### config.mk
export PLATFORM = sky130hd
export DESIGN_NAME = alu_share_arbiter
export DESIGN_NICKNAME = d
export VERILOG_FILES = /design/src/rtl/alu_share_arbiter.sv
export SDC_FILE = /design/constraint.sdc
export NUM_CORES = 1
export LEC_CHECK = 0
export BUFFER_PORTS_ARGS = -buffer_cell sky130_fd_sc_hd__buf_2
export CORE_UTILIZATION = 42
export DETAILED_ROUTE_END_ITERATION = 7
export GPL_TIMING_DRIVEN = 1
export PLACE_DENSITY = 0.79
export SLEW_MARGIN = 10
export SYNTH_ARGS = -nofsm -noshare
export SYNTH_HDL_FRONTEND = slang
export SYNTH_SLANG_ARGS = --single-unit
export TNS_END_PERCENT = 5
### constraint.sdc
create_clock -name CLK -period 1.9 [get_ports CLK]
set_input_delay 0.095 -clock CLK [delete_from_list [all_inputs] [get_ports CLK]]
set_output_delay 0.095 -clock CLK [all_outputs]
set_load 0.01 [all_outputs]
### src/rtl/alu_share_arbiter.sv
// alu_share_arbiter: shares one ALU datapath between the instruction-issue
// path (requester 0) and an auxiliary engine (requester 1).
// Each operation walks IDLE -> EXEC -> CAPT -> RESP. EXEC gives the ALU a full
// cycle to settle before CAPT registers its output.
// Optional feature macro: ALU_ARB_RR_EN selects round-robin arbitration.
// Without it, requester 0 has fixed priority.
module alu_share_arbiter #(
  parameter int WIDTH = 8,
  parameter int SEL_W = 3
) (
  input  logic             CLK,
  input  logic             RESET,
  input  logic             REQ0_VALID,
  input  logic             REQ1_VALID,
  output logic             REQ0_READY,
  output logic             REQ1_READY,
  input  logic [SEL_W-1:0] REQ0_SEL,
  input  logic [SEL_W-1:0] REQ1_SEL,
  input  logic [WIDTH-1:0] REQ0_DATA1,
  input  logic [WIDTH-1:0] REQ0_DATA2,
  input  logic [WIDTH-1:0] REQ1_DATA1,
  input  logic [WIDTH-1:0] REQ1_DATA2,
  output logic             RSP0_VALID,
  output logic             RSP1_VALID,
  input  logic             RSP0_READY,
  input  logic             RSP1_READY,
  output logic [WIDTH-1:0] RESULT,
  output logic [WIDTH-1:0] ALU_DATA1,
  output logic [WIDTH-1:0] ALU_DATA2,
  output logic [SEL_W-1:0] ALU_SELECT,
  input  logic [WIDTH-1:0] ALU_RESULT,
  output logic             BUSY
);

  typedef enum logic [1:0] {
    IDLE = 2'd0,
    EXEC = 2'd1,
    CAPT = 2'd2,
    RESP = 2'd3
  } state_t;

  state_t             state_q, state_d;
  logic               grant_q, grant_d;
  logic [WIDTH-1:0]   aluData1_q, aluData1_d;
  logic [WIDTH-1:0]   aluData2_q, aluData2_d;
  logic [SEL_W-1:0]   aluSel_q, aluSel_d;
  logic [WIDTH-1:0]   result_q, result_d;
  logic               win0, win1;
`ifdef ALU_ARB_RR_EN
  // prio_q high means requester 1 wins the next tie.
  logic               prio_q, prio_d;
`endif

  // Pick this cycle's winner. A grant is only possible while idle.
  always_comb begin
    win0 = 1'b0;
    win1 = 1'b0;
    if (state_q == IDLE) begin
`ifdef ALU_ARB_RR_EN
      if (REQ0_VALID && REQ1_VALID) begin
        win0 = ~prio_q;
        win1 = prio_q;
      end else begin
        win0 = REQ0_VALID;
        win1 = REQ1_VALID;
      end
`else
      win0 = REQ0_VALID;
      win1 = REQ1_VALID && !REQ0_VALID;
`endif
    end
  end

  // READY is gated by reset so that no handshake completes while reset is asserted.
  assign REQ0_READY = RESET & win0;
  assign REQ1_READY = RESET & win1;
  assign RSP0_VALID = (state_q == RESP) && !grant_q;
  assign RSP1_VALID = (state_q == RESP) && grant_q;
  assign BUSY       = (state_q != IDLE);
  assign RESULT     = result_q;
  assign ALU_DATA1  = aluData1_q;
  assign ALU_DATA2  = aluData2_q;
  assign ALU_SELECT = aluSel_q;

  // Next-state and datapath loads. Registers hold unless a state explicitly updates them.
  always_comb begin
    state_d    = state_q;
    grant_d    = grant_q;
    aluData1_d = aluData1_q;
    aluData2_d = aluData2_q;
    aluSel_d   = aluSel_q;
    result_d   = result_q;
`ifdef ALU_ARB_RR_EN
    prio_d     = prio_q;
`endif
    case (state_q)
      IDLE: begin
        if (win0 || win1) begin
          state_d = EXEC;
          grant_d = win1;
`ifdef ALU_ARB_RR_EN
          prio_d  = win0;
`endif
          if (win1) begin
            aluData1_d = REQ1_DATA1;
            aluData2_d = REQ1_DATA2;
            aluSel_d   = REQ1_SEL;
          end else begin
            aluData1_d = REQ0_DATA1;
            aluData2_d = REQ0_DATA2;
            aluSel_d   = REQ0_SEL;
          end
        end
      end
      EXEC: state_d = CAPT;
      CAPT: begin
        result_d = ALU_RESULT;
        state_d  = RESP;
      end
      RESP: begin
        if (grant_q ? RSP1_READY : RSP0_READY) begin
          state_d = IDLE;
        end
      end
      default: state_d = IDLE;
    endcase
  end

  // State and datapath registers. Reset drops any in-flight operation.
  always_ff @(posedge CLK or negedge RESET) begin
    if (!RESET) begin
      state_q    <= IDLE;
      grant_q    <= 1'b0;
      aluData1_q <= '0;
      aluData2_q <= '0;
      aluSel_q   <= '0;
      result_q   <= '0;
`ifdef ALU_ARB_RR_EN
      prio_q     <= 1'b0;
`endif
    end else begin
      state_q    <= state_d;
      grant_q    <= grant_d;
      aluData1_q <= aluData1_d;
      aluData2_q <= aluData2_d;
      aluSel_q   <= aluSel_d;
      result_q   <= result_d;
`ifdef ALU_ARB_RR_EN
      prio_q     <= prio_d;
`endif
    end
  end

endmodule

### Yosys cells after proc, flatten, opt, wreduce, memory -nomap -nowiden

Index checks and enable logic that the tools add are counted.

* add/subtract/negate cells: 0
* multiply operators: 0
* divide/modulo/power cells: 0
* $lt $le $gt $ge: 0
* equality and inequality tests: 5
* shift-type cells: 0
* mux-type cells: 9
* bitwise gates (word level): 2
* reduce and logical (&&, ||, !) cells: 10

Operator list (number)
* 2-to-1 mux 8 bit: 2
* case mux 2 bit (4 select lines): 1
* == test 2 bit, second input constant: 2
* 2-to-1 mux 2 bit: 2
* != test 2 x 1 -> 1 bit, second input constant: 2
* AND reduction 2 bit: 2
* logical AND 1 bit: 3
* 2-to-1 mux 1 bit: 3
* 2-to-1 mux 3 bit: 1
* AND 1 bit: 2
* == test 2 x 1 -> 1 bit, second input constant: 1
* logical NOT 1 bit: 2
* logical NOT 2 bit: 1
* nonzero test 2 bit: 1
* logical OR 1 bit: 1

* bits in registers: 30
* bits in latches: 0
* memory bits (writable): 0
* memory bits (read-only): 0
* input bits: 52
* word-level logic and storage cells: 32
* memories kept: 0

### Longest topological paths before layout

Gate-level depths: netlist (run 1).

* depth after elaboration: 6
* gate-level depth with buffers: 6
* gate-level depth less buffers: 5

### Worst setup path after synthesis (run 1)

Ideal clock, no wire load.

* path type: reg-to-output
* start: reg state_q[0]
* end: out REQ1_READY
* arrival: 1.371 ns
* required time: 1.805 ns
* slack: 0.434 ns
* stages on the path, launching flop included: 6
* path buffers: 1
* cells stage by stage: dfrtp_1 inv_1 ha_1 inv_1 clkbuf_1 nor3_1

* longest elaborated chain between the ends: 3

RTL lines
* start: declaration: line 42 `state_t state_q, state_d;`
* start signal: assignment: line 142 `state_q <= state_d;`
* logical NOT 2 bit: line 58 `if (state_q == IDLE) begin`
* 2-to-1 mux 1 bit: line 58
* AND 1 bit: line 76 `assign REQ1_READY = RESET & win1;`
* end: declaration: line 16 `output logic REQ1_READY,`

No other way between the ends.

### Worst setup path after layout (run 1)

Same ends and word-level chain as after synthesis.

==> results.yml, run 1 <==
worst_setup_path:
  start_kind: "flop"
  worstSetupStartpoint: "state_q[0]"
  critPathKind: "reg -> out"
  worst_setup_path_end_kind: "output port"
  worst-path-max-fanout: 7
  r2r_end: "state_q[1]"
  r2r_cells: 5
  worstPathArrival_ps: 1600
  critPathRequiredTime_ps: 1800
  rrSetupSlack_ps: 390
  rr_startpoint: "state_q[0]"
  crit_end: "REQ1_READY"
yosys:
  synth_seq_cells: 30
  ys_seq_area_frac: 0.549
  synth.distinct_cells: 22
  synth.avg_cell_area_um2: 10.9
  yosysWarningCount: 0
  syn_area_um2: 1370
  netlist_instances: 126
  synth_nets: 181
global_routing:
  use_met1: 0.249
  grt_max_degree: 26
  grt_pass1_vias: 1275
  antenna_found_initial: 0
  gr-total-overflow: 0
  grt_pass1_wl_um: 5600
  grtUsageMet3: 0.0742
  grt_use_total: 0.223
  top_usage_layer: "met2"
  met2_usage: 0.394
placement:
  gp_congestion: 0.702
  place_inst: 246
  place_area_um2: 1800
  io_buffers: 83
  dp_hpwl_um: 2410
clock_tree:
  clock_sinks: 30
  clk_path_buf_depth: 2
  clock_latency_ps: 320
  root_buffer: "clkbuf_4"
  cts_made_buffers: 5
  htreeDepth: 2
  cts_tree: "built"
  clk_pin_slew_ps: 90
sta:
  period_minus_slack_ps: 1700
  clock_skew_ps: 9.45
  worstMarginPinSlew_ps: 784
  finalSetupTns_ps: 0
  timing.slew.headroom: 0.475
  hold_viol: 0
  finalCritPeriodShare: 0.895
  rsz0062_at_grt: "false"
  maxSlewViolCount: 0
  finalSetupViolCount: 0
  fmax_mhz: 588
drt:
  vias: 1293
  avgRoutedWirePerCell_um: 13.2
  drtIter0Drc: 31
  drtAntennaViolNets: 0
  viasPerCell: 4.88
  wirelength_um: 3510
  dr.pass1.iters: 4
  drc_errors: 0
finish:
  syn2layout_area_growth_pct: 44.0
  antennaDiodeCount: 0
  instances_no_fill: 265
  n_fill_cell: 272
  layout-drive-gt1-share: 0.489
  fin_area_um2: 1970
  nets: 275
floorplan:
  rows: 20
  core_um2: 3080
  dieArea_um2: 3490
  die_w_um: 59.1
  initial_utilization: 0.444
  ioPinCount: 84
  dieHeight_um: 59.1
min_path:
  min_path_type: "in -> reg"
  hold_depth: 3
power:
  powerDensity_nw_per_um2: 1430
  p_leak_uw: 0.00101
  ir_worst_vdd_mv: 0.698
status:
  status: "completed"
flow_run:
  maxCapViolations: 0
[cells by family after synthesis]
family          share of synthesized area
simple gates                       0.0906
mux                                0.0814
buf+inv                            0.0485
compound gates                      0.203
flops                               0.549
fa+ha+maj                          0.0275
[worst min-delay path by stage]
stage               slack, ps     startpoint            to
detailed placement         10          RESET  ALU_DATA1[2]
finish                     50  REQ1_DATA1[7]  ALU_DATA1[7]
global route               50  REQ1_DATA1[4]  ALU_DATA1[4]
global placement           20          RESET  ALU_DATA1[2]
floorplan                -200          RESET  ALU_DATA1[0]
CTS                         6  ALU_RESULT[0]     RESULT[0]
[cell usage after synthesis]
library cell | n | area share
a21oi_1 | 3 | 0.011
a22oi_1 | 19 | 0.10
a2bb2oi_1 | 1 | 0.0064
and2_1 | 1 | 0.0046
and3_2 | 1 | 0.0055
buf_2 | 5 | 0.018
buf_6 | 2 | 0.016
clkbuf_1 | 2 | 0.0055
dfrtp_1 | 30 | 0.55
ha_1 | 3 | 0.027
inv_1 | 3 | 0.0082
mux2_2 | 9 | 0.074
mux2i_1 | 1 | 0.0073
nand2_1 | 21 | 0.058
nor2_1 | 1 | 0.0027
nor2b_1 | 1 | 0.0046
nor2b_2 | 1 | 0.0064
nor3_1 | 1 | 0.0037
nor3b_1 | 1 | 0.0055
o21ai_0 | 9 | 0.033
o21ai_1 | 10 | 0.037
o21ai_4 | 1 | 0.012
[worst max-delay path, cell delays in order, from the launching register on]
cell        delay (ps)
dfrtp_1            410
inv_1               90
ha_2               280
clkinvlp_4         150
nor3_1             180
buf_2              170
[power breakdown]
| group | switching (uW) | internal, uW |
|---|---|---|
| Sequential | 167 | 954 |
| Combinational | 689 | 624 |
| Clock | 208 | 179 |
| Total | 1060 | 1760 |
[layout make-up]
class / count / area (um2) / share of cell area
Multi-Input combinational cell: 84 / 553 / 0.281
Clock buffer: 7 / 55.1 / 0.0280
Inverter: 3 / 15.0 / 0.00762
Tap cell: 44 / 55.1 / 0.0280
Sequential cell: 30 / 751 / 0.381
Clock inverter: 1 / 5.00 / 0.00254
Timing Repair Buffer: 96 / 536 / 0.272
[metal layers]
metal	share of wire	vias up
met4	0.013	0
met5	0	-
met2	0.48	69
met1	0.42	585
li1	-	633
met3	0.089	6
[stage by stage]
step           total power, uW  hold WS, ps   util  setup WS [ps]
2_1_floorplan             1890         -201      -            434
3_3_place_gp              2340         16.7  0.584            378
3_5_place_dp              2390         14.2  0.584            338
4_1_cts                   2790         5.74  0.630           42.9
5_1_grt                   3060         45.4  0.640           22.4
6_report                  2820         48.7  0.640            200
[flip-flops by register name, summed over array words and instances, names as in the netlist]
name / count
state_q: 2
ALU_SELECT: 3
grant_q: 1
RESULT: 8
ALU_DATA1: 8
ALU_DATA2: 8
[cells in the final DEF (no fill, tap or decap), drive strengths merged]
| cell | netlist | layout |
|---|---|---|
| buf | 7 | 87 |
| dfrtp | 30 | 30 |
| nand2 | 21 | 21 |
| o21ai | 20 | 20 |
| a22oi | 19 | 19 |
| mux2 | 9 | 9 |
| dlygate4sd3 | 0 | 9 |
| clkbuf | 2 | 7 |
| a21oi | 3 | 3 |
| ha | 3 | 3 |
| inv | 3 | 2 |
| nor2b | 2 | 2 |
| clkinvlp | 0 | 1 |
| and3 | 1 | 1 |
| nor3 | 1 | 1 |
| and2 | 1 | 1 |
| mux2i | 1 | 1 |
| nor3b | 1 | 1 |
| nor2 | 1 | 1 |
| a2bb2oi | 1 | 1 |
| clkinv | 0 | 1 |
[timing repair]
action                                  CTS  global route
gates resized for setup                   0             2
buffers inserted                          0             2
endpoints found under the setup margin    0             1
hold endpoints to repair                 20             1
hold buffers                              8             1
Note: power is estimated with default switching activity, not from simulation.
==> run 2: changes to the inputs <==
--- a/config.mk
+++ b/config.mk
@@ -6,10 +6,10 @@
 export NUM_CORES = 1
 export LEC_CHECK = 0
 export BUFFER_PORTS_ARGS = -buffer_cell sky130_fd_sc_hd__buf_2
-export CORE_UTILIZATION = 42
+export CORE_UTILIZATION = 38
 export DETAILED_ROUTE_END_ITERATION = 7
 export GPL_TIMING_DRIVEN = 1
-export PLACE_DENSITY = 0.79
+export PLACE_DENSITY = 0.75
 export SLEW_MARGIN = 10
 export SYNTH_ARGS = -nofsm -noshare
 export SYNTH_HDL_FRONTEND = slang
==> constraint.sdc (replaced) <==
create_clock -name CLK -period 1.45 [get_ports CLK]
set_input_delay 0.0725 -clock CLK [delete_from_list [all_inputs] [get_ports CLK]]
set_output_delay 0.0725 -clock CLK [all_outputs]
set_load 0.01 [all_outputs]
==> run 2 against run 1 <==
Die area grew 10%. Clock skew shrank 4.1 ps. Sequential power grew 29%.
==> results.yml, run 2 (synthesis gave the netlist of run 1 again) <==
status:
  status: "completed"
power:
  p_leak_uw: 0.00105
  ir_worst_vdd_mv: 0.541
  powerDensity_nw_per_um2: 1900
finish:
  layout-drive-gt1-share: 0.524
  fin_area_um2: 2060
  instances_no_fill: 273
  final_cell_mix: "81 x buf_2, 30 x dfrtp_1, 21 x nand2_1"
  syn2layout_area_growth_pct: 50.9
  nets: 281
  antennaDiodeCount: 0
  final_common_cell: "buf_2"
drt:
  drtAntennaViolNets: 0
  dr.pass1.iters: 4
  vias: 1295
  viasPerCell: 4.74
  wirelength_um: 3480
  avgRoutedWirePerCell_um: 12.7
  drc_errors: 0
  drtIter0Drc: 46
flow_run:
  maxCapViolations: 0
clock_tree:
  clk_path_buf_depth: 2
  htreeDepth: 2
  cts_tree: "built"
  root_buffer: "clkbuf_4"
  clock_sinks: 30
  cts_made_buffers: 5
  clk_pin_slew_ps: 90
  clock_latency_ps: 320
floorplan:
  rows: 21
  core_um2: 3390
  ioPinCount: 84
  dieArea_um2: 3840
  initial_utilization: 0.403
  die_w_um: 62.0
  dieHeight_um: 62.0
placement:
  place_area_um2: 1830
  place_inst: 251
  gp_congestion: 0.759
  post-place-ws_ps: 49.2
  dp_hpwl_um: 2510
  io_buffers: 83
sta:
  finalSetupViolCount: 0
  worstMarginPinSlew_ps: 696
  setup_slack_ps: 48.3
  finalSetupTns_ps: 0
  rsz0062_at_grt: "true"
  finalCritPeriodShare: 0.967
  timing.slew.headroom: 0.534
  hold_viol: 0
  clock_skew_ps: 5.34
  maxSlewViolCount: 0
  period_minus_slack_ps: 1400
  fmax_mhz: 713
min_path:
  min_path_type: "in -> reg"
worst_setup_path:
  critPathRequiredTime_ps: 1380
  worst_setup_path_end_kind: "output port"
  start_kind: "flop"
  critPathKind: "reg -> out"
  worstPathArrival_ps: 1330
  worst-path-max-fanout: 7
global_routing:
  grt_pass1_wl_um: 4980
  grt_max_degree: 29
  grt_pass1_vias: 1152
  antenna_found_initial: 0
  gr-total-overflow: 0
  grt_use_total: 0.184
==> run 2: critical path: stages (launching register included) <==
cell and delay (ps):
dfrtp_1 400, inv_2 80, ha_4 130, buf_6 100, inv_4 40, buf_6 120
buf_4 130
==> run 2: what timing repair did <==
item,4_1_cts,5_1_grt
hold buffers,9,0
hold endpoints to repair,38,0
endpoints found under the setup margin,3,10
pin swaps,1,1
resized for setup,7,6
buffers inserted,4,1
cloned,0,0
==> run 2: layout make-up <==
| class | count | area [um2] |
|---|---|---|
| tap | 46 | 57.6 |
| sequential | 30 | 751 |
| clock buffer | 7 | 55.1 |
| inverter | 3 | 13.8 |
| multi-input combinational | 84 | 584 |
| fill | 282 | 1330 |
| timing repair buffer | 102 | 597 |
| clock inverter | 1 | 5.00 |
==> run 2: final timing paths <==
check / endpoint / from / slack (ps) / depth (start not counted)
max: BUSY / state_q[0] / 50 / 6
min: ALU_DATA2[7] / REQ1_DATA2[7] / 30 / 3
max reg2reg: RESULT[6] / state_q[1] / 70 / 3
min reg2reg: ALU_SELECT[1] / ALU_SELECT[1] / 480 / 2
max in group asynchronous: RESULT[0] / RESET / 800 / 3
min in group asynchronous: state_q[0] / RESET / 110 / 2
==> run 2: report_power, final <==
| part | internal [uW] | switching, uW |
|---|---|---|
| clock | 235 | 275 |
| sequential | 1250 | 203 |
| combinational | 960 | 989 |
| total | 2440 | 1470 |
==> run 2: per-layer routing <==
layer / vias to the layer above / track usage / routed length (um)
met5: - / 0 / 0
met4: 0 / 0.0762 / 63
met3: 7 / 0.0621 / 253
met2: 49 / 0.322 / 1750
met1: 594 / 0.204 / 1410
li1: 645 / - / -
==> run 2: stage by stage <==
stage | hold slack [ps] | utilization | power (uW)
after floorplan | -223 | - | 2480
after global placement | -118 | 0.539 | 3120
after detailed placement | -117 | 0.539 | 3180
after CTS | 16.2 | 0.599 | 3860
after global routing | 31.2 | 0.609 | 4250
final | 28.7 | 0.609 | 3910
